$ cat src/rtl/seq_stage_controller.sv
// rtl/seq_stage_controller.sv - Y86 SEQ stage sequencer with condition codes, branch condition and status.
// One stage enable per cycle; memory-class instructions may stall in MEMORY until ready or timeout.
module seq_stage_controller #(
  parameter int COUNT_W     = 32,
  parameter int MEM_TIMEOUT = 16
) (
  input  logic               clock,
  input  logic               reset,
  input  logic [3:0]         icode,
  input  logic [3:0]         ifun,
  input  logic               imem_error,
  input  logic               alu_zf,
  input  logic               alu_sf,
  input  logic               alu_of,
  input  logic               mem_ready,
  input  logic               dmem_error,
  output logic               fetch_en,
  output logic               decode_en,
  output logic               execute_en,
  output logic               memory_en,
  output logic               writeback_en,
  output logic               pcupd_en,
  output logic               mem_req,
  output logic               cc_zf,
  output logic               cc_sf,
  output logic               cc_of,
  output logic               cond,
  output logic [2:0]         stat,
  output logic               halted,
  output logic [COUNT_W-1:0] instr_count
);

  localparam int WAIT_W = (MEM_TIMEOUT < 2) ? 1 : $clog2(MEM_TIMEOUT + 1);
  localparam logic [WAIT_W-1:0] WAIT_LAST = WAIT_W'(MEM_TIMEOUT - 1);

  localparam logic [2:0] STAT_AOK = 3'd1;
  localparam logic [2:0] STAT_HLT = 3'd2;
  localparam logic [2:0] STAT_ADR = 3'd3;
  localparam logic [2:0] STAT_INS = 3'd4;

  typedef enum logic [2:0] {
    S_START, S_FETCH, S_DECODE, S_EXECUTE, S_MEMORY, S_WRITEBACK, S_PCUPD, S_HALT
  } state_t;

  state_t             r_state;
  state_t             w_next;
  logic [2:0]         r_stat;
  logic [2:0]         w_stat_next;
  logic [WAIT_W-1:0]  r_wait;
  logic               r_cc_zf, r_cc_sf, r_cc_of;
  logic               r_cond;
  logic [COUNT_W-1:0] r_count;
  logic               w_mem_class;
  logic               w_lt;
  logic               w_cond_eval;

  assign w_mem_class = (icode == 4'h4) || (icode == 4'h5) || (icode == 4'h8) ||
                       (icode == 4'h9) || (icode == 4'hA) || (icode == 4'hB);

  // Branch/cmov condition uses the CC register as it stood before this EXECUTE edge.
  assign w_lt = r_cc_sf ^ r_cc_of;
  always_comb begin
    w_cond_eval = 1'b0;
    case (ifun)
      4'd0:    w_cond_eval = 1'b1;
      4'd1:    w_cond_eval = w_lt | r_cc_zf;
      4'd2:    w_cond_eval = w_lt;
      4'd3:    w_cond_eval = r_cc_zf;
      4'd4:    w_cond_eval = ~r_cc_zf;
      4'd5:    w_cond_eval = ~w_lt;
      4'd6:    w_cond_eval = ~w_lt & ~r_cc_zf;
      default: w_cond_eval = 1'b0;
    endcase
  end

  always_comb begin
    w_next       = r_state;
    w_stat_next  = r_stat;
    fetch_en     = 1'b0;
    decode_en    = 1'b0;
    execute_en   = 1'b0;
    memory_en    = 1'b0;
    writeback_en = 1'b0;
    pcupd_en     = 1'b0;
    mem_req      = 1'b0;
    case (r_state)
      S_START: w_next = S_FETCH;
      S_FETCH: begin
        fetch_en = 1'b1;
        if (imem_error) begin
          w_stat_next = STAT_ADR;
          w_next      = S_HALT;
        end else if (icode > 4'hB) begin
          w_stat_next = STAT_INS;
          w_next      = S_HALT;
        end else if (icode == 4'h0) begin
          w_stat_next = STAT_HLT;
          w_next      = S_HALT;
        end else begin
          w_next = S_DECODE;
        end
      end
      S_DECODE: begin
        decode_en = 1'b1;
        w_next    = S_EXECUTE;
      end
      S_EXECUTE: begin
        execute_en = 1'b1;
        w_next     = S_MEMORY;
      end
      S_MEMORY: begin
        memory_en = 1'b1;
        if (w_mem_class) begin
          mem_req = 1'b1;
          // A ready arriving on the final allowed cycle still completes normally.
          if (mem_ready) begin
            if (dmem_error) begin
              w_stat_next = STAT_ADR;
              w_next      = S_HALT;
            end else begin
              w_next = S_WRITEBACK;
            end
          end else if (r_wait == WAIT_LAST) begin
            w_stat_next = STAT_ADR;
            w_next      = S_HALT;
          end
        end else begin
          w_next = S_WRITEBACK;
        end
      end
      S_WRITEBACK: begin
        writeback_en = 1'b1;
        w_next       = S_PCUPD;
      end
      S_PCUPD: begin
        pcupd_en = 1'b1;
        w_next   = S_FETCH;
      end
      S_HALT:  w_next = S_HALT;
      default: w_next = S_START;
    endcase
  end

  always_ff @(posedge clock or posedge reset) begin
    if (reset) begin
      r_state <= S_START;
      r_stat  <= STAT_AOK;
      r_wait  <= '0;
      r_cc_zf <= 1'b1;
      r_cc_sf <= 1'b0;
      r_cc_of <= 1'b0;
      r_cond  <= 1'b0;
      r_count <= '0;
    end else begin
      r_state <= w_next;
      r_stat  <= w_stat_next;
      r_wait  <= (r_state == S_MEMORY && w_next == S_MEMORY) ? r_wait + 1'b1 : '0;
      if (r_state == S_EXECUTE) begin
        if (icode == 4'h6) begin
          r_cc_zf <= alu_zf;
          r_cc_sf <= alu_sf;
          r_cc_of <= alu_of;
        end
        r_cond <= (icode == 4'h2 || icode == 4'h7) ? w_cond_eval : 1'b0;
      end
      if (r_state == S_PCUPD && r_count != '1)
        r_count <= r_count + 1'b1;
    end
  end

  assign cc_zf       = r_cc_zf;
  assign cc_sf       = r_cc_sf;
  assign cc_of       = r_cc_of;
  assign cond        = r_cond;
  assign stat        = r_stat;
  assign halted      = (r_state == S_HALT);
  assign instr_count = r_count;

endmodule

$ cat config.mk
export PLATFORM = sky130hd
export DESIGN_NAME = seq_stage_controller
export DESIGN_NICKNAME = d
export VERILOG_FILES = /design/src/rtl/seq_stage_controller.sv
export SDC_FILE = /design/constraint.sdc
export NUM_CORES = 1
export LEC_CHECK = 0
export BUFFER_PORTS_ARGS = -buffer_cell sky130_fd_sc_hd__clkbuf_2
export CAP_MARGIN = 25
export CORE_ASPECT_RATIO = 0.6
export CORE_MARGIN = 4
export CORE_UTILIZATION = 55
export CTS_BUF_LIST = sky130_fd_sc_hd__clkbuf_8
export DETAILED_ROUTE_END_ITERATION = 8
export GPL_TIMING_DRIVEN = 0
export HOLD_SLACK_MARGIN = 0.12
export PLACE_DENSITY = 0.84
export SYNTH_ARGS = -nofsm -noshare
export SYNTH_HDL_FRONTEND = slang
export SYNTH_SLANG_ARGS = --single-unit
$ cat constraint.sdc
create_clock -name clock -period 3.4 [get_ports clock]
set_clock_uncertainty 0.05 [all_clocks]
set_input_delay 0 -clock clock [delete_from_list [all_inputs] [get_ports clock]]
set_output_delay 0 -clock clock [all_outputs]
set_load 0.1 [all_outputs]
==> reports/results.ini <==
[critical_path]
critPathCaptureType=register
worst-r2r-setup-slack_ns=0.88
cp_slowest_stage_delay_ns=0.60
worstPathRequired_ns=3.59
r2r_cells=8
path_depth=8
cp_slowest_cell=dlygate4sd3_1
cpLargestDelayFamily=buffers and inverters
worstSetupPathType=in2reg
cp_cell_sequence=dlygate4sd3_1, clkbuf_2, nor4b_1, dlygate4sd3_1, o311ai_0, dlygate4sd3_1, o22ai_1, dlygate4sd3_1
start_kind=input port
path_buf_inv=5
crit_top_cell=dlygate4sd3_1
worstPathArrival_ns=3.02
critPathMaxFanout=6

[yosys]
syn_avg_cell_area_um2=10.1
synth_top_cell_by_area=dfrtp_1
synthArstFlopShare=1.00
ys.flop_type=dfrtp_1
synth_edf_count=0
syn_inst=239
syn-cell-area_um2=2400
synth_common_cells=45 x dfrtp_1, 21 x nor2_1, 21 x xor2_1
yosysMostFrequentCell=dfrtp_1
yosys.cell_types.count=43
ys_seq_elements=47
synth.top_cell.area_share=0.469
yosys_warnings=0
syn-num-nets=258
synth_area_leaders=dfrtp_1 47%, xor2_1 7.7%, xnor2_1 4.7%, nand3_1 3.5%, nor2_1 3.3%
ys_seq_area_frac=0.491

[place]
dp_hpwl_um=4230
place_ws_ns=1.25
place_congestion=0.890
io_buffers=62

[global_route]
grt_start_max_net_pins=36
grt_antenna_before_repair=0
grt_pass1_vias=2058
grt_pass1_wl_um=10200
grt-ovfl-total=0
grt_usage=0.246

[layout]
num-fill-cells=314
flow.area_growth_from_synthesis_pct=26.9
drive_gt1_frac=0.263
multi_input_area_um2=1130
register_area_um2=1180
diodes=0
final_nets=341

[timing]
slew_headroom=0.611
period_needed_ns=2.83
finalSetupTns_ns=0
hold_viol_final=0
finalSetupViolCount=0
fin_crit_sh=0.832
fmax_mhz=354
tightest_slew_ns=0.575
drv_slew=0
setup_ws_ns=0.573
rsz0062_at_grt=false

[floorplanning]
start_util=0.577
pin_count=63
die_area_um2=5520
core_um2=4170
rows=18
dieHeight_um=59.2
die_w_um=93.3

[detailed_routing]
ant_nets=0
routedWlPerCell_um=16.3
wl_um=6250
drc=0
viasPerCell=5.72
drt_iter0_drc=160
first_pass_iters=5
num_vias=2189

[clocking]
post_cts_resized=0
insertion_delay_ns=0.30
cts_sinks=47
cts_made_buffers=5
root_buffer=clkbuf_8
cts_tree=yes
post_cts_buffers=0
clk_pin_slew_worst_paths_ns=0.08
htree_levels=2
holdBufCountCts=13
clockBufferDepth=2

[power]
p_total_mw=0.986
power_density_nw_per_um2=324
vdd_drop_max_mv=0.192
p_leak_nw=1.57

[run_status]
outcome=finished clean

[min_path]
min_path_type=in2async

[flow_run]
maxCapViolCount=0

## layer usage
metal,GRT usage,up-vias,wire (um)
li1,-,1023,-
met1,0.351,1057,2870
met2,0.361,95,2830
met3,0.0533,14,416
met4,0.113,0,129
met5,0,-,0
## kinds of logic (layout without fill, tap and decap cells)
logic type               Yosys count  in the layout  synth area share
AND/OR/NAND/NOR                  103            103             0.233
flip-flops                        47             47             0.491
XOR/XNOR                          34             34             0.124
buffers and inverters             24            108            0.0422
AO/OA/AOI/OAI                     21             21            0.0625
multiplexers                       7              7            0.0318
adder cells (fa/ha/maj)            3              3            0.0156
## metrics by stage
stage	cells	instance area, um^2	hold WS [ns]	utilization
finish	383	3050	0.132	0.732
global route	383	3050	0.157	0.732
CTS	383	3050	0.126	0.732
detailed placement	362	2820	-0.0962	0.676
global placement	361	2800	0.169	0.671
floorplan	239	2410	0.0817	-
## report_power, final
part / leakage [nW] / internal (mW) / total [mW] / switching (mW)
logic: 0.887 / 0.0227 / 0.0602 / 0.0375
registers: 0.624 / 0.560 / 0.561 / 0.000857
clock network: 0.0557 / 0.183 / 0.365 / 0.182
total: 1.57 / 0.766 / 0.986 / 0.221
## flip-flops by register name, summed over array words and instances, names as in the netlist
register,count
r_wait,5
cc_of,1
cc_sf,1
instr_count,32
cond,1
stat,3
cc_zf,1
r_state,3
## final timing paths
check / startpoint / end
setup / recovery: icode[3] / cond
hold / removal: reset / instr_count[27]
setup reg to reg: r_state[2] / cond
hold reg to reg: r_wait[0] / r_wait[0]
max in group asynchronous: reset / stat[0]
min in group clock: icode[0] / cc_of
## worst register-to-register path, delay by kind of cell (launching register included)
kind	cells	cell delay (ns)
flops	1	0.36
buf+inv	5	1.61
simple gates	1	0.15
compound gates	2	0.28
## final cells by class
cell class	count	share of cell area
Buffer	9	0.0148
Clock buffer	7	0.0316
Multi-Input combinational cell	168	0.372
Timing Repair Buffer	76	0.151
Tap cell	60	0.0246
Clock inverter	1	0.00123
Inverter	15	0.0185
Sequential cell	47	0.387
## cells in the final DEF, fill, tap and decap left out, drive strengths merged, types with 2 or more instances in the layout
cell type and instances:
mux2 5, nor2 21, o2111ai 2, nor3 12
nor4 10, nand3 17, buf 8, xor2 21
and3 8, clkbuf 71, nor4b 2, inv 16
nand2 14, o22ai 3, dlygate4sd3 13, and4 5
mux2i 2, o21ai 4, xnor2 13, nand4 8
dfstp 2, ha 3, a21oi 2, dfrtp 45
No activity file was read; power rests on OpenSTA's default activity.
